==> config.mk <==
export PLATFORM = sky130hd
export DESIGN_NAME = seg7_scan_mux
export DESIGN_NICKNAME = d
export VERILOG_FILES = /design/src/rtl/seg7_pkg.sv /design/src/rtl/seg7_slot_timer.sv /design/src/rtl/seg7_scan_mux.sv
export SDC_FILE = /design/constraint.sdc
export NUM_CORES = 1
export LEC_CHECK = 0
export BUFFER_PORTS_ARGS = -buffer_cell sky130_fd_sc_hd__buf_2
export CORE_ASPECT_RATIO = 1.4
export CORE_MARGIN = 1
export CORE_UTILIZATION = 39
export DETAILED_ROUTE_END_ITERATION = 12
export GPL_TIMING_DRIVEN = 0
export PLACE_DENSITY = 0.68
export SETUP_SLACK_MARGIN = 0.02
export SYNTH_ARGS = -nofsm -noshare
export SYNTH_HDL_FRONTEND = slang
export SYNTH_SLANG_ARGS = --single-unit
export TNS_END_PERCENT = 30
==> constraint.sdc <==
create_clock -name clk -period 4.1 [get_ports clk]
set_clock_uncertainty 0.2 [all_clocks]
set_input_delay 0.82 -clock clk [delete_from_list [all_inputs] [get_ports clk]]
set_output_delay 0.82 -clock clk [all_outputs]
set_load 0.1 [all_outputs]
==> src/rtl/seg7_pkg.sv <==
// seg7_pkg: shared constants, the slot FSM state type and the output polarity
// helpers used by the seven-segment scanner.
//   NUM_DIGITS  number of multiplexed digits
//   SEG_W       segment lines per digit (a..g, bit0 = a)
//   IDX_W       width of the digit index
//   state_t     slot phase: ST_BLANK (all off) / ST_DRIVE (one digit lit)
//   seg_pol     map "1 = lit" segment bits onto the board polarity
//   dig_pol     map "1 = enabled" digit bits onto the board polarity
package seg7_pkg;

  localparam int NUM_DIGITS = 4;
  localparam int SEG_W      = 7;
  localparam int IDX_W      = 2;

  typedef enum logic {
    ST_BLANK = 1'b0,
    ST_DRIVE = 1'b1
  } state_t;

  function automatic logic [SEG_W-1:0] seg_pol(input logic [SEG_W-1:0] lit,
                                               input bit act_lo);
    return act_lo ? ~lit : lit;
  endfunction

  function automatic logic [NUM_DIGITS-1:0] dig_pol(input logic [NUM_DIGITS-1:0] on,
                                                    input bit act_lo);
    return act_lo ? ~on : on;
  endfunction

endpackage

==> src/rtl/seg7_slot_timer.sv <==
// seg7_slot_timer: per-digit slot sequencer for the seven-segment scanner.
// Each slot lasts SCAN_DIV cycles: the first BLANK_CYC cycles are ST_BLANK,
// the rest ST_DRIVE. The digit index advances when a slot wraps.
// Ports:
//   clk, reset_n  clock, asynchronous active-low reset
//   idx           digit currently owning the slot (0..3)
//   slot_wrap     last cycle of the current slot
//   in_blank      slot is in its blanking phase
//   frame_cap     first cycle of digit 0 blanking: frame capture point
//   state_dbg     current FSM state
module seg7_slot_timer
  import seg7_pkg::*;
#(
  parameter int SCAN_DIV  = 12500,
  parameter int BLANK_CYC = 64
) (
  input  logic             clk,
  input  logic             reset_n,
  output logic [IDX_W-1:0] idx,
  output logic             slot_wrap,
  output logic             in_blank,
  output logic             frame_cap,
  output state_t           state_dbg
);

  localparam int CNT_W = $clog2(SCAN_DIV);
  localparam logic [CNT_W-1:0] SLOT_LAST  = CNT_W'(SCAN_DIV - 1);
  localparam logic [CNT_W-1:0] BLANK_LAST = CNT_W'(BLANK_CYC - 1);

  generate
    if (SCAN_DIV <= BLANK_CYC || BLANK_CYC == 0) begin : g_bad_cfg
      $error("seg7_slot_timer: need 0 < BLANK_CYC < SCAN_DIV (SCAN_DIV=%0d BLANK_CYC=%0d)",
             SCAN_DIV, BLANK_CYC);
    end
  endgenerate

  state_t           state;
  logic [CNT_W-1:0] slot_cnt;

  always_ff @(posedge clk or negedge reset_n) begin
    if (!reset_n) begin
      state    <= ST_BLANK;
      slot_cnt <= '0;
      idx      <= '0;
    end else if (slot_cnt == SLOT_LAST) begin
      // End of slot: next digit (3 wraps to 0 by index width) starts blanked.
      state    <= ST_BLANK;
      slot_cnt <= '0;
      idx      <= idx + 1'b1;
    end else begin
      slot_cnt <= slot_cnt + 1'b1;
      if (slot_cnt == BLANK_LAST) begin
        state <= ST_DRIVE;
      end
    end
  end

  assign slot_wrap = (slot_cnt == SLOT_LAST);
  assign in_blank  = (state == ST_BLANK);
  assign frame_cap = in_blank && (slot_cnt == '0) && (idx == '0);
  assign state_dbg = state;

endmodule

==> src/rtl/seg7_scan_mux.sv <==
// seg7_scan_mux: time-multiplexed 4-digit seven-segment scanner.
// Captures the 28-bit pre-decoded segment pattern once per frame (start of
// digit 0 blanking) so a CPU write never shows as a torn frame, then drives
// one digit per slot with a blanking gap between digits.
// Optional feature macro: SEG7_DIM_EN adds dim_level and a 16-step PWM dimmer.
// Ports:
//   clk, reset_n  clock, asynchronous active-low reset
//   seg_in        digit i pattern at seg_in[7*i+6:7*i], bit0 = seg a, 1 = lit
//   dim_level     brightness 0..15, captured with seg_in (SEG7_DIM_EN only)
//   seg_n         shared segment lines, polarity per SEG_ACT_LO
//   dig_n         digit enables, one-hot when active, polarity per DIG_ACT_LO
//   frame_start   high for the cycle following the capture edge
module seg7_scan_mux
  import seg7_pkg::*;
#(
  parameter int SCAN_DIV   = 12500,
  parameter int BLANK_CYC  = 64,
  parameter bit SEG_ACT_LO = 1'b1,
  parameter bit DIG_ACT_LO = 1'b1
) (
  input  logic                        clk,
  input  logic                        reset_n,
  input  logic [NUM_DIGITS*SEG_W-1:0] seg_in,
`ifdef SEG7_DIM_EN
  input  logic [3:0]                  dim_level,
`endif
  output logic [SEG_W-1:0]            seg_n,
  output logic [NUM_DIGITS-1:0]       dig_n,
  output logic                        frame_start
);

  logic [IDX_W-1:0] idx;
  logic             slot_wrap;
  logic             in_blank;
  logic             frame_cap;
  state_t           state_dbg;

  seg7_slot_timer #(
    .SCAN_DIV  (SCAN_DIV),
    .BLANK_CYC (BLANK_CYC)
  ) u_timer (
    .clk       (clk),
    .reset_n   (reset_n),
    .idx       (idx),
    .slot_wrap (slot_wrap),
    .in_blank  (in_blank),
    .frame_cap (frame_cap),
    .state_dbg (state_dbg)
  );

  // Timer observability signals kept for debug probing only.
  logic unused_timer;
  assign unused_timer = &{1'b0, slot_wrap, state_dbg};

  logic [NUM_DIGITS*SEG_W-1:0] shadow;
  logic [SEG_W-1:0]            digit_pat;
  logic [SEG_W-1:0]            seg_lit;
  logic [NUM_DIGITS-1:0]       dig_on;

  always_comb begin
    digit_pat   = shadow[SEG_W*int'(idx) +: SEG_W];
    dig_on      = '0;
    dig_on[idx] = 1'b1;
  end

`ifdef SEG7_DIM_EN
  logic [3:0] pwm_cnt;
  logic [3:0] dim_lat;

  always_ff @(posedge clk or negedge reset_n) begin
    if (!reset_n) begin
      pwm_cnt <= '0;
      dim_lat <= '0;
    end else begin
      pwm_cnt <= pwm_cnt + 1'b1;
      if (frame_cap) begin
        dim_lat <= dim_level;
      end
    end
  end

  // Only the segments are gated; the digit enable keeps its normal timing.
  assign seg_lit = (pwm_cnt < dim_lat) ? digit_pat : '0;
`else
  assign seg_lit = digit_pat;
`endif

  // Outputs are decoded from the timer's current state and registered, so
  // segments and digit enable always switch on the same edge.
  always_ff @(posedge clk or negedge reset_n) begin
    if (!reset_n) begin
      shadow      <= '0;
      seg_n       <= seg_pol('0, SEG_ACT_LO);
      dig_n       <= dig_pol('0, DIG_ACT_LO);
      frame_start <= 1'b0;
    end else begin
      frame_start <= frame_cap;
      if (frame_cap) begin
        shadow <= seg_in;
      end
      if (in_blank) begin
        seg_n <= seg_pol('0, SEG_ACT_LO);
        dig_n <= dig_pol('0, DIG_ACT_LO);
      end else begin
        seg_n <= seg_pol(seg_lit, SEG_ACT_LO);
        dig_n <= dig_pol(dig_on, DIG_ACT_LO);
      end
    end
  end

endmodule

==> key figures, run 1 <==
Placed design
  • Placer Congestion: 0.759
  • Area post-placement: 2760 sq um
  • Detailed placement HPWL: 3260 microns
  • Placed cells: 345
  • IO Port Bufs: 41

Cells and area
  • Layout cells sized above 1: 29.6%
  • Layout Cells excl Fill: 361
  • Layout area overhead: 20.3%
  • Commonest non-fill, non-tap cells in the layout: nand2_1, dfrtp_1, buf_2
  • Finished Cell Area: 2970 sq um
  • Diode count: 0
  • Fill count: 571
  • Nets: 322
  • Most common cell after layout, fill and taps aside: nand2_1
  • Area of the multi-input gates: about 930 sq um
  • Register area: 1440 sq um

Setup path
  • CP Cell Sequence: clkbuf_1, inv_1, ha_1, or4bb_1, nor4_1, buf_2, buf_2, nand2_1, nand2_1
  • Critical path endpoint category: register
  • CP delay by family, top: buffers and inverters
  • Crit path buf inv count: 4
  • CP Launch Type: register
  • WS Path Type: reg -> reg
  • CP max stage cell: or4bb_1
  • Slowest stage delay, CP: about 0.49 ns
  • Crit path arrival time: 2.92 ns
  • CP Max Fanout: 10
  • Required @ worst endpoint: 4.18 ns

Floorplan
  • Initial Util: 41.2%
  • # rows: 33
  • IO Count: 42
  • Die Span Y: 96.1 microns
  • Core Box Area: roughly 6000 sq um
  • Die Wd: 69.2 microns
  • Die Area: 6650 sq um

Clock tree
  • Clock Latency Late Sink: 0.33 ns
  • Clk root buf: clkbuf_8
  • Num CTS Buffers: 9
  • Htree depth: 3
  • CTS tree: built
  • CTS Sinks: 57
  • Clock transition at the registers of the reported paths: ~0.070 ns
  • Post-cts gate resize count: 0
  • Clk buf depth: 2
  • Hold buffer count at cts: 0
  • Post-CTS Repair Setup Buffers: 0

Synth
  • Post-synth cell types: 28
  • FFs w/ async S/R, synth: 100%
  • Ys flop type: dfrtp_1
  • Yosys warning total: 0
  • Post-synth EDFFs: 0
  • Syn nets: 270
  • Leading area contributor after synthesis: dfrtp_1
  • Post-Syn Area: 2470 sq um
  • Post-Synthesis Cells: 234
  • Share of the synthesized area in the top cell type: 46.7%
  • Sequential area share after synthesis: 58.4%
  • Top cells by area, synth: dfrtp_1, nand2_1, dfstp_2
  • Yosys reg bits: 57
  • Syn avg cell area: 10.5 sq um

GRT
  • Initial antenna violation count: 0
  • Met2 usage: 28.2%
  • GR Util met1: 20.6%
  • GRT busiest layer: met2
  • Remaining global-route overflow: 0
  • Largest net degree at the start of global routing: between 50 and 60
  • GR Util All Layers: 17.1%
  • Vias in the first global route: about 1800
  • Met3 usage: 4.50%
  • First-pass GRT wire length: 8470 microns

Timing
  • Final hold vios: 0
  • Fmax: 353 MHz
  • Slew Limit Fails: 0
  • Final setup vio count: 0
  • RSZ-0062 raised after global routing: no
  • Setup TNS Final: 0 ns
  • Final Cycle Share: 69.2%
  • Tmin final: 2.84 ns
  • Slew headroom: 52.6%
  • Measured slew at the worst slew-check pin: 0.711 ns

Pwr
  • Power, Total: 1.16 mW
  • Max VDD drop: 177 uV
  • PwrDens: just under 400 nW/um^2
  • P_leak: approximately 1.4 nW

Outcome
  • Run status: completed

Route
  • Antenna Nets Post-Route: 0
  • Drt pass-1 iters: 4
  • Wirelength per Cell: 13.4 microns
  • First DRT Iteration DRCs: 82
  • Routed vias/inst: between 4 and 5
  • Final WL: 4850 microns
  • Total number of vias: 1768
  • DRC viols: 0

Min path
  • Worst min path class: reg -> reg

Flow run
  • Max-Cap Viols: 0
[stage by stage]
stage	worst slack [ns]	hold WS (ns)	util, %
6_report	1.26	0.255	49.6
4_1_cts	1.23	0.254	49.5
5_1_grt	0.937	0.285	49.6
3_3_place_gp	1.25	0.238	46.1
2_1_floorplan	1.56	0.208	-
3_5_place_dp	1.24	0.246	46.1
[cell type report]
class	count	area share, %
timing repair buffer	41	7.00
clock inverter	5	1.81
multi-input combinational	160	31.3
tap	70	2.95
buffer	10	2.45
sequential	57	48.5
clock buffer	11	5.10
inverter	7	0.886
[path summary, 6_finish.rpt]
| kind | end | from | depth (start not counted) | slack [ns] |
|---|---|---|---|---|
| worst max-delay path | shadow[0]$_DFFE_PN0P_ | u_timer.idx[0]$_DFFE_PN0N_ | 9 | 1.26 |
| worst min-delay path | dig_n[3]$_DFF_PN1_ | u_timer.state_dbg$_DFFE_PN0P_ | 1 | 0.25 |
| worst max register to register | shadow[0]$_DFFE_PN0P_ | u_timer.idx[0]$_DFFE_PN0N_ | 9 | 1.26 |
| worst min register to register | dig_n[3]$_DFF_PN1_ | u_timer.state_dbg$_DFFE_PN0P_ | 1 | 0.25 |
| max in group asynchronous | u_timer.slot_cnt[12]$_DFF_PN0_ | reset_n | 1 | 2.89 |
| min in group asynchronous | shadow[22]$_DFFE_PN0P_ | reset_n | 1 | 0.33 |
[metal layers]
layer  part of all wire, %  up-vias
li1                      -      858
met1                    41      858
met5                     0        -
met2                    52       41
met3                   4.1       11
met4                   2.3        0
[state kept, by name, indices dropped and copies added, names as in the netlist]
register           count
frame_start            1
u_timer.slot_cnt      14
dig_n                  4
shadow                28
seg_n                  7
u_timer.state_dbg      1
u_timer.idx            2
[power breakdown]
group          internal (mW)  switching (mW)
Combinational         0.0189          0.0222
Sequential             0.577         0.00716
Clock                  0.311           0.225
[kinds of logic (layout without fill, tap and decap cells)]
group                    after synthesis  after routing  share of synthesized area, %
AO/OA/AOI/OAI                          3              3                         0.964
XOR/XNOR                              11             11                          3.91
AND/OR/NAND/NOR                      132            132                          22.8
multiplexers                           8              8                          6.85
flip-flops                            57             57                          58.4
buffers and inverters                 17             74                          4.01
adder cells (fa/ha/maj)                6              6                          3.04
[cell usage after synthesis (2+ instances only)]
| library cell | count |
|---|---|
| buf_2 | 4 |
| buf_8 | 2 |
| clkbuf_1 | 3 |
| dfrtp_1 | 46 |
| dfstp_2 | 11 |
| ha_1 | 6 |
| inv_1 | 7 |
| mux4_2 | 7 |
| nand2_1 | 99 |
| nand3_1 | 5 |
| nand4_1 | 3 |
| nor2_1 | 10 |
| nor2b_1 | 2 |
| nor4_1 | 5 |
| or4_1 | 2 |
| xnor2_1 | 6 |
| xor2_1 | 5 |
Power figures use the tool's default switching activity.
==> inputs of run 2 (changes only) <==
Settings changed: ABC_AREA set to 1, PLACE_DENSITY 0.68 to 0.7.
Clock period 4.1 ns to 2.5 ns, I/O delays scaled along.
==> key figures, run 2 <==
Route
  • Routed vias/inst: 4.73 (-3.5%)
  • DRC viols: 0 (unchanged)
  • Total number of vias: 2260 (+28%)
  • Drt pass-1 iters: 4 (unchanged)
  • Wirelength per Cell: 12.7 microns (-5.2%)
  • Final WL: 6080 microns (+25%)
  • Antenna Nets Post-Route: 0 (unchanged)
  • First DRT Iteration DRCs: 214 (+160%)

Timing
  • Final setup vio count: 0 (unchanged)
  • Measured slew at the worst slew-check pin: 0.696 ns (-0.0148 ns)
  • Min setup slack post-route: 0.264 ns (-1.00 ns)
  • Fmax: 447 MHz (+27%)
  • Final hold vios: 0 (unchanged)
  • RSZ-0062 raised after global routing: no
  • Hold WS: 0.00705 ns (-0.248 ns)
  • Slew headroom: 53.6% (+0.99 points)
  • Final Cycle Share: 89.4% (+20 points)
  • Tmin final: 2.24 ns (-0.600 ns)
  • Slew Limit Fails: 0 (unchanged)
  • Setup TNS Final: 0 ns (unchanged)

Clock tree
  • Clk buf depth: 2 (unchanged)
  • Clock Latency Late Sink: 0.35 ns (+0.02 ns)
  • CTS tree: built
  • CTS Sinks: 57 (unchanged)
  • Post-CTS Repair Setup Buffers: 0 (unchanged)
  • Clk root buf: clkbuf_8
  • Num CTS Buffers: 9 (unchanged)
  • Htree depth: 3 (unchanged)
  • Clock transition at the registers of the reported paths: 0.07 ns (about the same)
  • Hold buffer count at cts: 0 (unchanged)

Setup path
  • CP Launch Type: register
  • Critical path endpoint category: register
  • Required @ worst endpoint: 2.59 ns (-1.59 ns)
  • WS Path Type: reg -> reg
  • CP Max Fanout: 11 (+1)
  • Crit path arrival time: 2.32 ns (-0.60 ns)

Synth
  • Post-synth cell types: 24 (-14%)
  • Leading area contributor after synthesis: dfrtp_1
  • Ys flop type: dfrtp_1
  • Synth top cells by count: nand2_1, nor2_1, dfrtp_1, nand3_1, inv_1
  • Top cells by area, synth: dfrtp_1, nand2_1, dfstp_2
  • Share of the synthesized area in the top cell type: 42.8% (-3.8 points)
  • Post-synth EDFFs: 0 (unchanged)
  • FFs w/ async S/R, synth: 100% (unchanged)
  • Post-Syn Area: 2690 sq um (+9.0%)
  • Yosys warning total: 0 (unchanged)
  • Sequential area share after synthesis: 53.6% (-4.8 points)
  • Syn avg cell area: 8.14 sq um (-23%)
  • Syn nets: 366 (+36%)
  • Yosys reg bits: 57 (unchanged)
  • Post-Synthesis Cells: 330 (+41%)
  • Count leader, synth: nand2_1

GRT
  • Remaining global-route overflow: 0 (unchanged)
  • Initial antenna violation count: 0 (unchanged)
  • Largest net degree at the start of global routing: 58 (unchanged)
  • Vias in the first global route: 2247 (+25%)
  • First-pass GRT wire length: 10500 microns (+23%)
  • GR Util All Layers: 19.3% (+2.3 points)

Min path
  • Worst min path class: in -> async

Placed design
  • Post-place setup slack: -0.0650 ns (-1.31 ns)
  • Detailed placement HPWL: 4250 microns (+30%)
  • Area post-placement: 3010 sq um (+9.0%)
  • IO Port Bufs: 41 (unchanged)
  • Placer Congestion: 0.817 (+7.6%)

Cells and area
  • Layout area overhead: 20.1%
  • Finished Cell Area: 3230 sq um (+8.8%)
  • Biggest register: shadow
  • Diode count: 0 (unchanged)
  • Register area: 1440 sq um (unchanged)
  • Biggest regs: shadow: 28 flops, u_timer.slot_cnt: 14 flops, seg_n: 7 flops
  • Fill count: 656 (+15%)
  • Commonest non-fill, non-tap cells in the layout: nand2_1, nor2_1, dfrtp_1
  • Max FFs per register: 28 (unchanged)
  • Most common cell after layout, fill and taps aside: nand2_1
  • Layout cells sized above 1: 21.2% (-8.3 points)
  • Nets: 417 (+30%)
  • Area of the multi-input gates: 1080 sq um (+16%)

Pwr
  • Sw power: 0.453 mW (+78%)
  • Max VDD drop: 237 uV (+34%)
  • Clock share of power: 48.4% (+2.2 points)
  • PwrDens: 616 nW/um^2 (+57%)
  • Seq pwr share: 48.3% (-2.0 points)
  • Logic pwr share: 3.4% (about the same)
  • Sw frac: 22.8% (+0.89 points)
  • Power, Total: 1.99 mW (+71%)
  • P_leak: 1.61 nW (+13%)
  • Internal Power: 1.53 mW (+69%)

Floorplan
  • Die Wd: 72.2 microns (+4.3%)
  • Core Box Area: 6610 sq um (+10%)
  • IO Count: 42 (unchanged)
  • # rows: 35 (+6.1%)
  • Die Span Y: 100 microns (+4.3%)
  • Die Area: 7230 sq um (+8.8%)
  • Initial Util: 40.6% (-0.55 points)

Outcome
  • Run status: completed

Flow run
  • Max-Cap Viols: 0 (unchanged)
==> run 2: changes by cell type after synthesis, sizes merged, moves of 4 or more <==
cell and change:
nand3 +30, inv +18, o22ai +7, o21ai +13, nor2 +40, nand2 +11
xnor2 -4, nor4 -5, mux4 -7
==> run 2: area by class of cell <==
class / instances / share of cell area [%]
multi-input combinational: 236 / 33.4
inverter: 25 / 3.02
clock buffer: 9 / 3.84
timing repair buffer: 41 / 6.43
clock inverter: 7 / 2.91
tap: 92 / 3.57
sequential: 57 / 44.6
buffer: 11 / 2.25
==> run 2: path summary, 6_finish.rpt <==
path | start | to | slack (ns) | cells after the start
worst min-delay path | reset_n | shadow[9]$_DFFE_PN0P_ | 0.007 | 1
worst max-delay path | u_timer.idx[1]$_DFFE_PN0N_ | shadow[1]$_DFFE_PN0P_ | 0.26 | 9
worst min register to register | shadow[18]$_DFFE_PN0P_ | shadow[18]$_DFFE_PN0P_ | 0.27 | 2
max in group asynchronous | reset_n | u_timer.idx[1]$_DFFE_PN0N_ | 1.64 | 1
min in group clk | seg_in[8] | shadow[8]$_DFFE_PN0P_ | 0.18 | 3
worst max register to register | u_timer.idx[1]$_DFFE_PN0N_ | shadow[1]$_DFFE_PN0P_ | 0.26 | 9
==> run 2: repair_timing <==
action,CTS,global route
setup endpoints to repair,20,13
resized for setup,0,1
hold endpoints to repair,0,0
==> run 2: kinds of logic after synthesis <==
| family | after synthesis | share of synthesized area (%) |
|---|---|---|
| flip-flops | 57 | 53.6 |
| XOR/XNOR | 6 | 1.96 |
| adder cells (fa/ha/maj) | 6 | 2.79 |
| AO/OA/AOI/OAI | 23 | 4.70 |
| AND/OR/NAND/NOR | 201 | 30.6 |
| buffers and inverters | 37 | 6.33 |
==> run 2: stage by stage <==
step | std cells | utilization, %
floorplan | 330 | -
global placement | 463 | 45.5
detailed placement | 463 | 45.5
finish | 478 | 48.8
CTS | 478 | 48.7
global route | 478 | 48.8
==> run 2: worst max-delay path: stages, from the launching register on <==
cell and delay [ns]:
dfrtp_1 0.51, inv_1 0.29, ha_1 0.23, inv_1 0.06
nor2_1 0.08, nand3_1 0.11, nor2_4 0.24, buf_2 0.25
nand3_1 0.13, nand2_1 0.09
==> run 2: routing by layer <==
metal / GRT usage (%) / wire [microns] / part of all wire (%) / vias to the layer above
met2: 32.4 / 3160 / 52 / 51
met5: 0 / 0 / 0 / -
li1: - / - / - / 1141
met4: 10.3 / 167 / 2.7 / 0
met1: 22.7 / 2520 / 41 / 1052
met3: 4.72 / 234 / 3.8 / 16
==> run 2: power by group through the flow <==
stage	clock (mW)	sequential [mW]	combinational (mW)
finish	0.961	0.959	0.0671
CTS	0.974	0.959	0.0688
global route	1.01	0.961	0.0789
floorplan	0	0.971	0.0223
detailed placement	0	0.976	0.0687
global placement	0	0.975	0.0663
==> inputs of run 3 (changes only) <==
Settings changed: BUFFER_PORTS_ARGS -buffer_cell sky130_fd_sc_hd__buf_2 to -buffer_cell sky130_fd_sc_hd__buf_4.
==> key figures, run 3 (same netlist as run 2, synthesis figures left out) <==
Outcome
  • Run status: completed

Timing
  • Tmin final: 2.23 ns (-0.00834 ns)
  • Slew headroom: 53.5% (-0.080 points)
  • Measured slew at the worst slew-check pin: 0.697 ns (+0.00120 ns)
  • Final setup vio count: 0 (unchanged)
  • Fmax: 449 MHz (+0.37%)
  • RSZ-0062 raised after global routing: no
  • Final hold vios: 0 (unchanged)
  • Min setup slack post-route: 0.273 ns (+0.00834 ns)
  • Setup TNS Final: 0 ns (unchanged)
  • Slew Limit Fails: 0 (unchanged)
  • Final Cycle Share: 89.1% (-0.33 points)
  • Hold WS: 0.0188 ns (+0.0118 ns)

Cells and area
  • Diode count: 0 (unchanged)
  • Layout cells sized above 1: 21.2% (unchanged)
  • Biggest register: shadow
  • Layout area overhead: 23.0%
  • Most common cell after layout, fill and taps aside: nand2_1
  • Max FFs per register: 28 (unchanged)
  • Biggest regs: shadow: 28 flops, u_timer.slot_cnt: 14 flops, seg_n: 7 flops
  • Commonest non-fill, non-tap cells in the layout: nand2_1, nor2_1, dfrtp_1
  • Final Core Density: 50.0% (+1.2 points)
  • Nets: 417 (unchanged)
  • Fill count: 646 (-1.5%)

Clock tree
  • Clk buf depth: 2 (unchanged)
  • Clock transition at the registers of the reported paths: 0.07 ns (about the same)
  • CTS Sinks: 57 (unchanged)
  • CTS tree: built
  • Clock Latency Late Sink: 0.33 ns (-0.02 ns)
  • Clk root buf: clkbuf_8
  • Num CTS Buffers: 9 (unchanged)
  • Htree depth: 3 (unchanged)
  • Hold buffer count at cts: 0 (unchanged)
  • Post-CTS Repair Setup Buffers: 0 (unchanged)

Floorplan
  • # rows: 35 (unchanged)
  • Die Area: 7230 sq um (unchanged)
  • Die Span Y: 100 microns (unchanged)
  • Initial Util: 40.6% (unchanged)
  • IO Count: 42 (unchanged)
  • Die Wd: 72.2 microns (unchanged)
  • Core Box Area: 6610 sq um (unchanged)

Setup path
  • CP Cell Sequence: inv_1, ha_1, inv_1, nor2_1, nand3_1, nor2_4, buf_2, nand3_1, nand2_1
  • CP Max Fanout: 11 (unchanged)
  • Required @ worst endpoint: 2.58 ns (about the same)
  • CP Launch Type: register
  • Critical path endpoint category: register
  • Crit path buf inv count: 3 (unchanged)
  • Crit path arrival time: 2.30 ns (-0.02 ns)
  • CP max stage cell: dfrtp_1
  • WS Path Type: reg -> reg
  • CP delay by family, top: buffers and inverters
  • Slowest stage delay, CP: 0.51 ns (about the same)

Pwr
  • Max VDD drop: 313 uV (+32%)
  • P_leak: 1.65 nW (+1.9%)
  • PwrDens: 566 nW/um^2 (-8.1%)

Route
  • Final WL: 5980 microns (-1.7%)
  • Routed vias/inst: 4.74 (+0.22%)
  • First DRT Iteration DRCs: 157 (-27%)
  • DRC viols: 0 (unchanged)
  • Total number of vias: 2265 (+0.22%)
  • Wirelength per Cell: 12.5 microns (-1.7%)
  • Antenna Nets Post-Route: 0 (unchanged)
  • Drt pass-1 iters: 5 (+1)

GRT
  • Remaining global-route overflow: 0 (unchanged)
  • Vias in the first global route: 2175 (-3.2%)
  • Largest net degree at the start of global routing: 58 (unchanged)
  • Initial antenna violation count: 0 (unchanged)
  • First-pass GRT wire length: 9940 microns (-4.9%)
  • GR Util All Layers: 18.4% (-0.98 points)

Placed design
  • Post-place setup slack: -0.0747 ns (-0.00962 ns)
  • Detailed placement HPWL: 4270 microns (+0.52%)
  • IO Port Bufs: 41 (unchanged)
  • Placer Congestion: 0.830 (+1.6%)

Min path
  • Worst min path class: in -> async

Flow run
  • Max-Cap Viols: 0 (unchanged)
[run 3: cell types whose count changed in the layout (fill, tap and decap cells not counted)]
cell | before | now
bufinv_16 | 2 | 1
buf_2 | 44 | 4
clkinv_4 | 0 | 1
buf_4 | 4 | 44
inv_6 | 1 | 0
clkinvlp_4 | 3 | 4
[run 3: area by class of cell]
class,instances,area (sq um),area share [%]
timing repair buffer,41,308,9.31
sequential,57,1440,43.6
tap,92,115,3.48
buffer,11,72.6,2.20
multi-input combinational,236,1080,32.6
inverter,25,97.6,2.95
clock buffer,9,124,3.75
clock inverter,7,71.3,2.16
[run 3: final timing paths]
kind / depth (start not counted) / start / end / slack, ns
worst max-delay path: 9 / u_timer.idx[1]$_DFFE_PN0N_ / shadow[1]$_DFFE_PN0P_ / 0.27
worst max register to register: 9 / u_timer.idx[1]$_DFFE_PN0N_ / shadow[1]$_DFFE_PN0P_ / 0.27
worst min register to register: 2 / shadow[13]$_DFFE_PN0P_ / shadow[13]$_DFFE_PN0P_ / 0.27
max in group asynchronous: 1 / reset_n / u_timer.idx[0]$_DFFE_PN0N_ / 1.63
worst min-delay path: 1 / reset_n / u_timer.slot_cnt[12]$_DFF_PN0_ / 0.02
min in group clk: 3 / seg_in[3] / shadow[3]$_DFFE_PN0P_ / 0.19
[run 3: layer usage]
layer	GRT usage [%]	wire, microns	vias up
li1	-	-	1144
met1	21.6	2520	1064
met5	0	0	-
met4	7.84	97	0
met2	31.1	3110	49
met3	5.12	254	8
[run 3: power breakdown]
group / switching (mW) / internal, mW
clock network: 0.376 / 0.457
registers: 0.0135 / 0.946
logic: 0.0381 / 0.0403
total: 0.428 / 1.44
[run 3: timing repair]
item                       in CTS  in global routing
resized for setup               0                  1
gates cloned                    0                  0
setup endpoints to repair      20                 20
pin swaps                       0                  0
[run 3: per-stage QoR]
step / std cells / total power, mW / area [sq um]
after floorplan: 330 / 0.994 / 2690
after CTS: 478 / 1.90 / 3300
after global placement: 463 / 1.05 / 3110
after global routing: 478 / 1.95 / 3310
final: 478 / 1.87 / 3310
after detailed placement: 463 / 1.06 / 3110
